===== config.mk =====
export PLATFORM = sky130hd
export DESIGN_NAME = rc4_key_search_flat
export DESIGN_NICKNAME = d
export VERILOG_FILES = /design/src/rtl/rc4_key_search_if.sv /design/src/rtl/rc4_key_search.sv /design/src/flat_wrapper.sv
export SDC_FILE = /design/constraint.sdc
export NUM_CORES = 1
export LEC_CHECK = 0
export ABC_AREA = 0
export BUFFER_PORTS_ARGS = -buffer_cell sky130_fd_sc_hd__buf_2
export CAP_MARGIN = 15
export CORE_MARGIN = 2
export CORE_UTILIZATION = 50
export CTS_BUF_LIST = sky130_fd_sc_hd__clkbuf_2 sky130_fd_sc_hd__clkbuf_4 sky130_fd_sc_hd__clkbuf_8
export DETAILED_ROUTE_END_ITERATION = 16
export PLACE_DENSITY = 0.73
export SLEW_MARGIN = 20
export SYNTH_ARGS = -nofsm -noshare
export SYNTH_HDL_FRONTEND = slang
export SYNTH_SLANG_ARGS = --single-unit

===== constraint.sdc =====
create_clock -name clk -period 5.65 [get_ports clk]
set_input_delay 0.8475 -clock clk [delete_from_list [all_inputs] [get_ports clk]]
set_output_delay 0.8475 -clock clk [all_outputs]
set_load 0.03 [all_outputs]

===== src/rtl/rc4_key_search_if.sv =====
// Bus between the RC4 key-search controller, its DM read port and the pipeline stages.
// master: the controller; slave: the pipeline and the DM memory.
interface rc4_key_search_if;
  logic        start;
  logic [7:0]  dm_addr;
  logic [7:0]  dm_q;
  logic [23:0] key;
  logic        restart;
  logic        busy;
  logic        found;
  logic        fail;
  logic [2:0]  state_dbg;

  modport master (
    input  start, dm_q,
    output dm_addr, key, restart, busy, found, fail, state_dbg
  );

  modport slave (
    output start, dm_q,
    input  dm_addr, key, restart, busy, found, fail, state_dbg
  );
endinterface


===== src/rtl/rc4_key_search.sv =====
// Scans each decrypted DM message for lowercase letters and spaces; holds the key on a hit,
// otherwise advances the key and pulses restart until KEY_MAX has been rejected.
module rc4_key_search #(
    parameter int          MSG_LEN = 32,
    parameter logic [23:0] KEY_MAX = 24'h3FFFFF
) (
    input  logic             clk,
    input  logic             reset,
    rc4_key_search_if.master bus
);

    // Pulse protocol: start and restart are single-cycle strobes with no backpressure.
    // start counts only when the FSM is in IDLE; it is never queued.
    typedef enum logic [2:0] {
        S_IDLE  = 3'd0,
        S_RD    = 3'd1,
        S_WAIT  = 3'd2,
        S_CHECK = 3'd3,
        S_NEXT  = 3'd4,
        S_FOUND = 3'd5,
        S_FAIL  = 3'd6
    } state_t;

    localparam logic [7:0] LAST_IDX = 8'(MSG_LEN - 1);

    state_t      state, state_n;
    logic [7:0]  idx, idx_n;
    logic [23:0] key_q, key_n;
    logic        found_q, fail_q;
    logic        byte_ok;

    assign byte_ok = ((bus.dm_q >= 8'h61) && (bus.dm_q <= 8'h7A)) || (bus.dm_q == 8'h20);

    always_ff @(posedge clk or posedge reset) begin
        if (reset) begin
            state   <= S_IDLE;
            idx     <= 8'd0;
            key_q   <= 24'd0;
            found_q <= 1'b0;
            fail_q  <= 1'b0;
        end else begin
            state   <= state_n;
            idx     <= idx_n;
            key_q   <= key_n;
            found_q <= found_q | (state == S_FOUND);
            fail_q  <= fail_q | (state == S_FAIL);
        end
    end

    always_comb begin
        state_n = state;
        idx_n   = idx;
        key_n   = key_q;
        case (state)
            S_IDLE: begin
                if (bus.start) begin
                    idx_n   = 8'd0;
                    state_n = S_RD;
                end
            end
            S_RD:   state_n = S_WAIT;
            S_WAIT: state_n = S_CHECK;
            S_CHECK: begin
                // dm_q here belongs to idx: the RAM has had two edges since idx changed.
                if (byte_ok) begin
                    if (idx == LAST_IDX) begin
                        state_n = S_FOUND;
                    end else begin
                        idx_n   = idx + 8'd1;
                        state_n = S_RD;
                    end
                end else if (key_q == KEY_MAX) begin
                    state_n = S_FAIL;
                end else begin
                    key_n   = key_q + 24'd1;
                    state_n = S_NEXT;
                end
            end
            S_NEXT:  state_n = S_IDLE;
            S_FOUND: state_n = S_FOUND;
            S_FAIL:  state_n = S_FAIL;
            default: state_n = S_IDLE;
        endcase
    end

    assign bus.dm_addr   = idx;
    assign bus.key       = key_q;
    assign bus.restart   = (state == S_NEXT);
    assign bus.busy      = (state == S_RD) || (state == S_WAIT) ||
                           (state == S_CHECK) || (state == S_NEXT);
    assign bus.found     = found_q;
    assign bus.fail      = fail_q;
    assign bus.state_dbg = state;

endmodule


===== src/flat_wrapper.sv =====
// flat-port wrapper written by rule: the top's interface ports become plain ports
module rc4_key_search_flat 
#(
    parameter int          MSG_LEN = 32,
    parameter logic [23:0] KEY_MAX = 24'h3FFFFF
)
  (clk, reset, bus_start, bus_dm_q, bus_dm_addr, bus_key, bus_restart, bus_busy, bus_found, bus_fail, bus_state_dbg);
  rc4_key_search_if bus_i ();
  input  logic clk;
  input  logic reset;
  input wire logic [$bits(bus_i.start)-1:0] bus_start;
  input wire logic [$bits(bus_i.dm_q)-1:0] bus_dm_q;
  output wire logic [$bits(bus_i.dm_addr)-1:0] bus_dm_addr;
  output wire logic [$bits(bus_i.key)-1:0] bus_key;
  output wire logic [$bits(bus_i.restart)-1:0] bus_restart;
  output wire logic [$bits(bus_i.busy)-1:0] bus_busy;
  output wire logic [$bits(bus_i.found)-1:0] bus_found;
  output wire logic [$bits(bus_i.fail)-1:0] bus_fail;
  output wire logic [$bits(bus_i.state_dbg)-1:0] bus_state_dbg;
  assign bus_i.start = bus_start;
  assign bus_i.dm_q = bus_dm_q;
  assign bus_dm_addr = bus_i.dm_addr;
  assign bus_key = bus_i.key;
  assign bus_restart = bus_i.restart;
  assign bus_busy = bus_i.busy;
  assign bus_found = bus_i.found;
  assign bus_fail = bus_i.fail;
  assign bus_state_dbg = bus_i.state_dbg;
  rc4_key_search #(.MSG_LEN(MSG_LEN), .KEY_MAX(KEY_MAX)) u_core (.clk(clk), .reset(reset), .bus(bus_i));
endmodule

==> metrics.json <==
{
  "reg2reg_setup_slack": {"value": 3.17, "unit": "ns"},
  "synth-warning-count": {"value": 0},
  "synthArstFlopShare": {"value": 100, "unit": "%"},
  "gp_congestion": {"value": 0.755},
  "die_width": {"value": 67.1, "unit": "um"},
  "total_area_of_multi_input_combinational_cells": {"value": 1030, "unit": "um2"},
  "r2r_end": {"value": "u_core.bus.key[1]"},
  "clock_insertion_delay_worst_skew": {"value": 0.29, "unit": "ns"},
  "share_seq_of_total_power": {"value": 56.1, "unit": "%"},
  "postSynthCellCount": {"value": 200},
  "power_switching_share": {"value": 21.2, "unit": "%"},
  "ctsRootBufferMaster": {"value": "sky130_fd_sc_hd__clkbuf_8"},
  "routedWlPerCell": {"value": 14.6, "unit": "um"},
  "io_pins": {"value": 50},
  "worstMarginPinSlew": {"value": 0.999, "unit": "ns"},
  "synth_enable_flop_cells": {"value": 0},
  "postCtsSetupBuffers": {"value": 0},
  "tritoncts": {"value": "done"},
  "yosysSeqAreaShare": {"value": 46.5, "unit": "%"},
  "whs": {"value": 0.450, "unit": "ns"},
  "cts_hold_buf": {"value": 0},
  "die_area": {"value": 4500, "unit": "um2"},
  "cap_viol_max_count": {"value": 0},
  "power.net_switching": {"value": 99.8, "unit": "uW"},
  "clock_sink_count": {"value": 37},
  "final_min_period_over_clock_period": {"value": 43.9, "unit": "%"},
  "dr.pass1.iters": {"value": 4},
  "rsz_0062_raised_after_global_routing": {"value": "false"},
  "timing_worst_setup_path_type": {"value": "register to register"},
  "n_fill_cell": {"value": 362},
  "antenna_cells": {"value": 0},
  "mappedNetlistNets": {"value": 213},
  "hp-start": {"value": "u_core.bus.fail"},
  "die_height": {"value": 67.1, "unit": "um"},
  "h-tree-depth": {"value": 2},
  "worstSetupEndpointType": {"value": "register"},
  "finalHoldViolations": {"value": 0},
  "maxClockFrequency": {"value": 403, "unit": "MHz"},
  "vdd_drop_max": {"value": 0.000129, "unit": "V"},
  "place.port_buffers": {"value": 49},
  "number_of_register_bits_inferred_by_synthesis": {"value": 37},
  "drc_errors_left": {"value": 0},
  "power.combinational.fraction": {"value": 3.3, "unit": "%"},
  "antenna_violations_before_repair": {"value": 0},
  "clock_path_buffers": {"value": 2},
  "routed-via-count": {"value": 1727},
  "worst-path-max-fanout": {"value": 16},
  "cp_data_required_time": {"value": 5.82, "unit": "ns"},
  "fin_worst_skew": {"value": 0.0129, "unit": "ns"},
  "synth_ff_type": {"value": "sky130_fd_sc_hd__dfrtp_1"},
  "timing.max_slew.rel_slack": {"value": 32.5, "unit": "%"},
  "hpwlAfterDp": {"value": 3.14, "unit": "mm"},
  "synth.cell_area": {"value": 1990, "unit": "um2"},
  "timing.hold.worst_path_depth": {"value": 1},
  "internal_power_consumption": {"value": 372, "unit": "uW"},
  "leakage_power": {"value": 0.00113, "unit": "uW"},
  "cts_inserted_buffers": {"value": 5},
  "worst_setup_hold_path_clk_slew": {"value": 0.07, "unit": "ns"},
  "timing.final.setup_violations": {"value": 0},
  "syn_to_final_growth": {"value": 19.0, "unit": "%"},
  "post-synth-top-area-fraction": {"value": 46.5, "unit": "%"},
  "setup_total_negative_slack": {"value": 0, "unit": "ns"},
  "post_cts_resize_count": {"value": 0},
  "syn_area_per_cell": {"value": 9.96, "unit": "um2"},
  "grt_residual_overflow": {"value": 0},
  "worst_hold_path_type": {"value": "register to register"},
  "groute.usage.overall": {"value": 21.4, "unit": "%"},
  "synth.most_common_cell": {"value": "sky130_fd_sc_hd__dfrtp_1"},
  "total_detailed_routing_wirelength": {"value": 4.36, "unit": "mm"},
  "run_status": {"value": "completed"},
  "core": {"value": 3740, "unit": "um2"},
  "final_period_minus_worst_setup_slack": {"value": 2.48, "unit": "ns"},
  "arrival": {"value": 2.65, "unit": "ns"},
  "drive_above_1_share": {"value": 27.9, "unit": "%"},
  "min_to": {"value": "u_core.bus.fail"},
  "grt_start_max_net_pins": {"value": 38},
  "synth.lib_cells_used.distinct": {"value": 42},
  "reg2regPathDepth": {"value": 6},
  "synth_common_cells": {"value": "37 x sky130_fd_sc_hd__dfrtp_1, 23 x sky130_fd_sc_hd__xnor2_1, 17 x sky130_fd_sc_hd__nand2_1"},
  "floorplan.initialDensity": {"value": 53.2, "unit": "%"},
  "rows": {"value": 22},
  "setup.worst_path.start_class": {"value": "register"},
  "synth.largest_area_cell": {"value": "sky130_fd_sc_hd__dfrtp_1"},
  "synth_top_cells_by_area": {"value": "sky130_fd_sc_hd__dfrtp_1 46%, sky130_fd_sc_hd__xnor2_1 10%, sky130_fd_sc_hd__nand4_1 5.0%"},
  "seqCellArea": {"value": 926, "unit": "um2"},
  "drv_slew": {"value": 0},
  "power_density": {"value": 199, "unit": "nW/um2"},
  "viasPerCell": {"value": 5.78},
  "dr.first_iter.drc_count": {"value": 54},
  "grt_pass1_wl": {"value": 7.30, "unit": "mm"},
  "power.clock.fraction": {"value": 40.6, "unit": "%"},
  "final_nets": {"value": 264},
  "drtAntennaViolNets": {"value": 0},
  "worst_flop_to_flop_path_startpoint": {"value": "u_core.bus.key[0]"},
  "first_global_vias": {"value": 1649}
}
[per-stage QoR]
stage | setup WS (ns) | std cells | util, % | area [um2] | power, uW
after floorplan | 3.34 | 200 | - | 1990 | 279
after CTS | 3.18 | 299 | 63.3 | 2370 | 477
final | 3.17 | 299 | 63.3 | 2370 | 472
after global placement | 3.21 | 292 | 60.7 | 2270 | 286
after detailed placement | 3.19 | 292 | 60.9 | 2280 | 286
after global routing | 2.83 | 299 | 63.3 | 2370 | 491
[layout by cell type, fill, tap and decap left out, types with 2 or more instances in the layout]
cell type and n:
sky130_fd_sc_hd__inv_1 3, sky130_fd_sc_hd__clkbuf_8 6, sky130_fd_sc_hd__a211oi_1 2, sky130_fd_sc_hd__or2_2 2
sky130_fd_sc_hd__mux2i_1 3, sky130_fd_sc_hd__o21ai_0 4, sky130_fd_sc_hd__nand2_1 17, sky130_fd_sc_hd__or4_1 7
sky130_fd_sc_hd__a21oi_1 6, sky130_fd_sc_hd__dfrtp_1 37, sky130_fd_sc_hd__and3_1 11, sky130_fd_sc_hd__and2_1 2
sky130_fd_sc_hd__mux2_2 2, sky130_fd_sc_hd__nand3_1 16, sky130_fd_sc_hd__nor3_1 2, sky130_fd_sc_hd__o31ai_1 4
sky130_fd_sc_hd__nor2_1 10, sky130_fd_sc_hd__buf_2 49, sky130_fd_sc_hd__xnor2_1 23, sky130_fd_sc_hd__nand4_1 16
sky130_fd_sc_hd__ha_1 2, sky130_fd_sc_hd__nor2b_1 5
[per-layer routing]
metal / up-vias / wire (um) / global-route usage [%]
met5: - / 0 / 0
met4: 0 / 51 / 9.18
met3: 5 / 175 / 4.56
met2: 37 / 2170 / 35.5
met1: 851 / 1960 / 26.9
li1: 834 / - / -
[critical path, cell delays in order, from the launching register on]
cell                      delay, ns
sky130_fd_sc_hd__dfrtp_1       0.42
sky130_fd_sc_hd__ha_1          0.21
sky130_fd_sc_hd__nand4_1       0.11
sky130_fd_sc_hd__nor4_1        0.53
sky130_fd_sc_hd__nand2_1       0.49
sky130_fd_sc_hd__nand2_1       0.26
sky130_fd_sc_hd__mux2_2        0.35
[cell type report]
class / instances / area share (%)
inverter: 3 / 0.475
sequential: 37 / 39.1
tap: 48 / 2.53
clock buffer: 7 / 3.80
multi-input combinational: 154 / 43.5
timing repair buffer: 50 / 10.7
[kinds of logic after synthesis]
kind of cell | count (synthesis) | share of synthesized area [%]
buffers and inverters | 9 | 2.14
multiplexers | 5 | 2.64
AND/OR/NAND/NOR | 101 | 29.0
XOR/XNOR | 23 | 10.1
AO/OA/AOI/OAI | 23 | 8.35
adder cells (fa/ha/maj) | 2 | 1.26
flip-flops | 37 | 46.5
[state kept, by name, summed over array words and instances (netlist names)]
| register | flops |
|---|---|
| u_core.bus.dm_addr | 8 |
| u_core.bus.fail | 1 |
| u_core.bus.found | 1 |
| u_core.bus.key | 24 |
| u_core.bus.state_dbg | 3 |
[power groups by stage]
stage          Combinational, uW  Clock, uW  Sequential (uW)
3_3_place_gp                15.8          0              270
3_5_place_dp                16.0          0              270
2_1_floorplan               9.02          0              270
4_1_cts                     15.9        196              265
5_1_grt                     17.6        209              265
6_report                    15.5        191              265
[worst max path at each step]
| stage | end | startpoint | slack (ns) | cells past startpoint |
|---|---|---|---|---|
| 2_1_floorplan | u_core.bus.dm_addr[2] | bus_dm_q[3] | 3.34 | 6 |
| 4_1_cts | u_core.bus.key[1] | u_core.bus.key[0] | 3.18 | 6 |
| 3_3_place_gp | u_core.bus.dm_addr[5] | bus_dm_q[3] | 3.21 | 6 |
| 6_report | u_core.bus.key[1] | u_core.bus.key[0] | 3.17 | 6 |
| 5_1_grt | u_core.bus.key[1] | u_core.bus.key[0] | 2.83 | 6 |
| 3_5_place_dp | u_core.bus.dm_addr[4] | bus_dm_q[3] | 3.19 | 6 |
No activity file was read; power rests on OpenSTA's default activity.
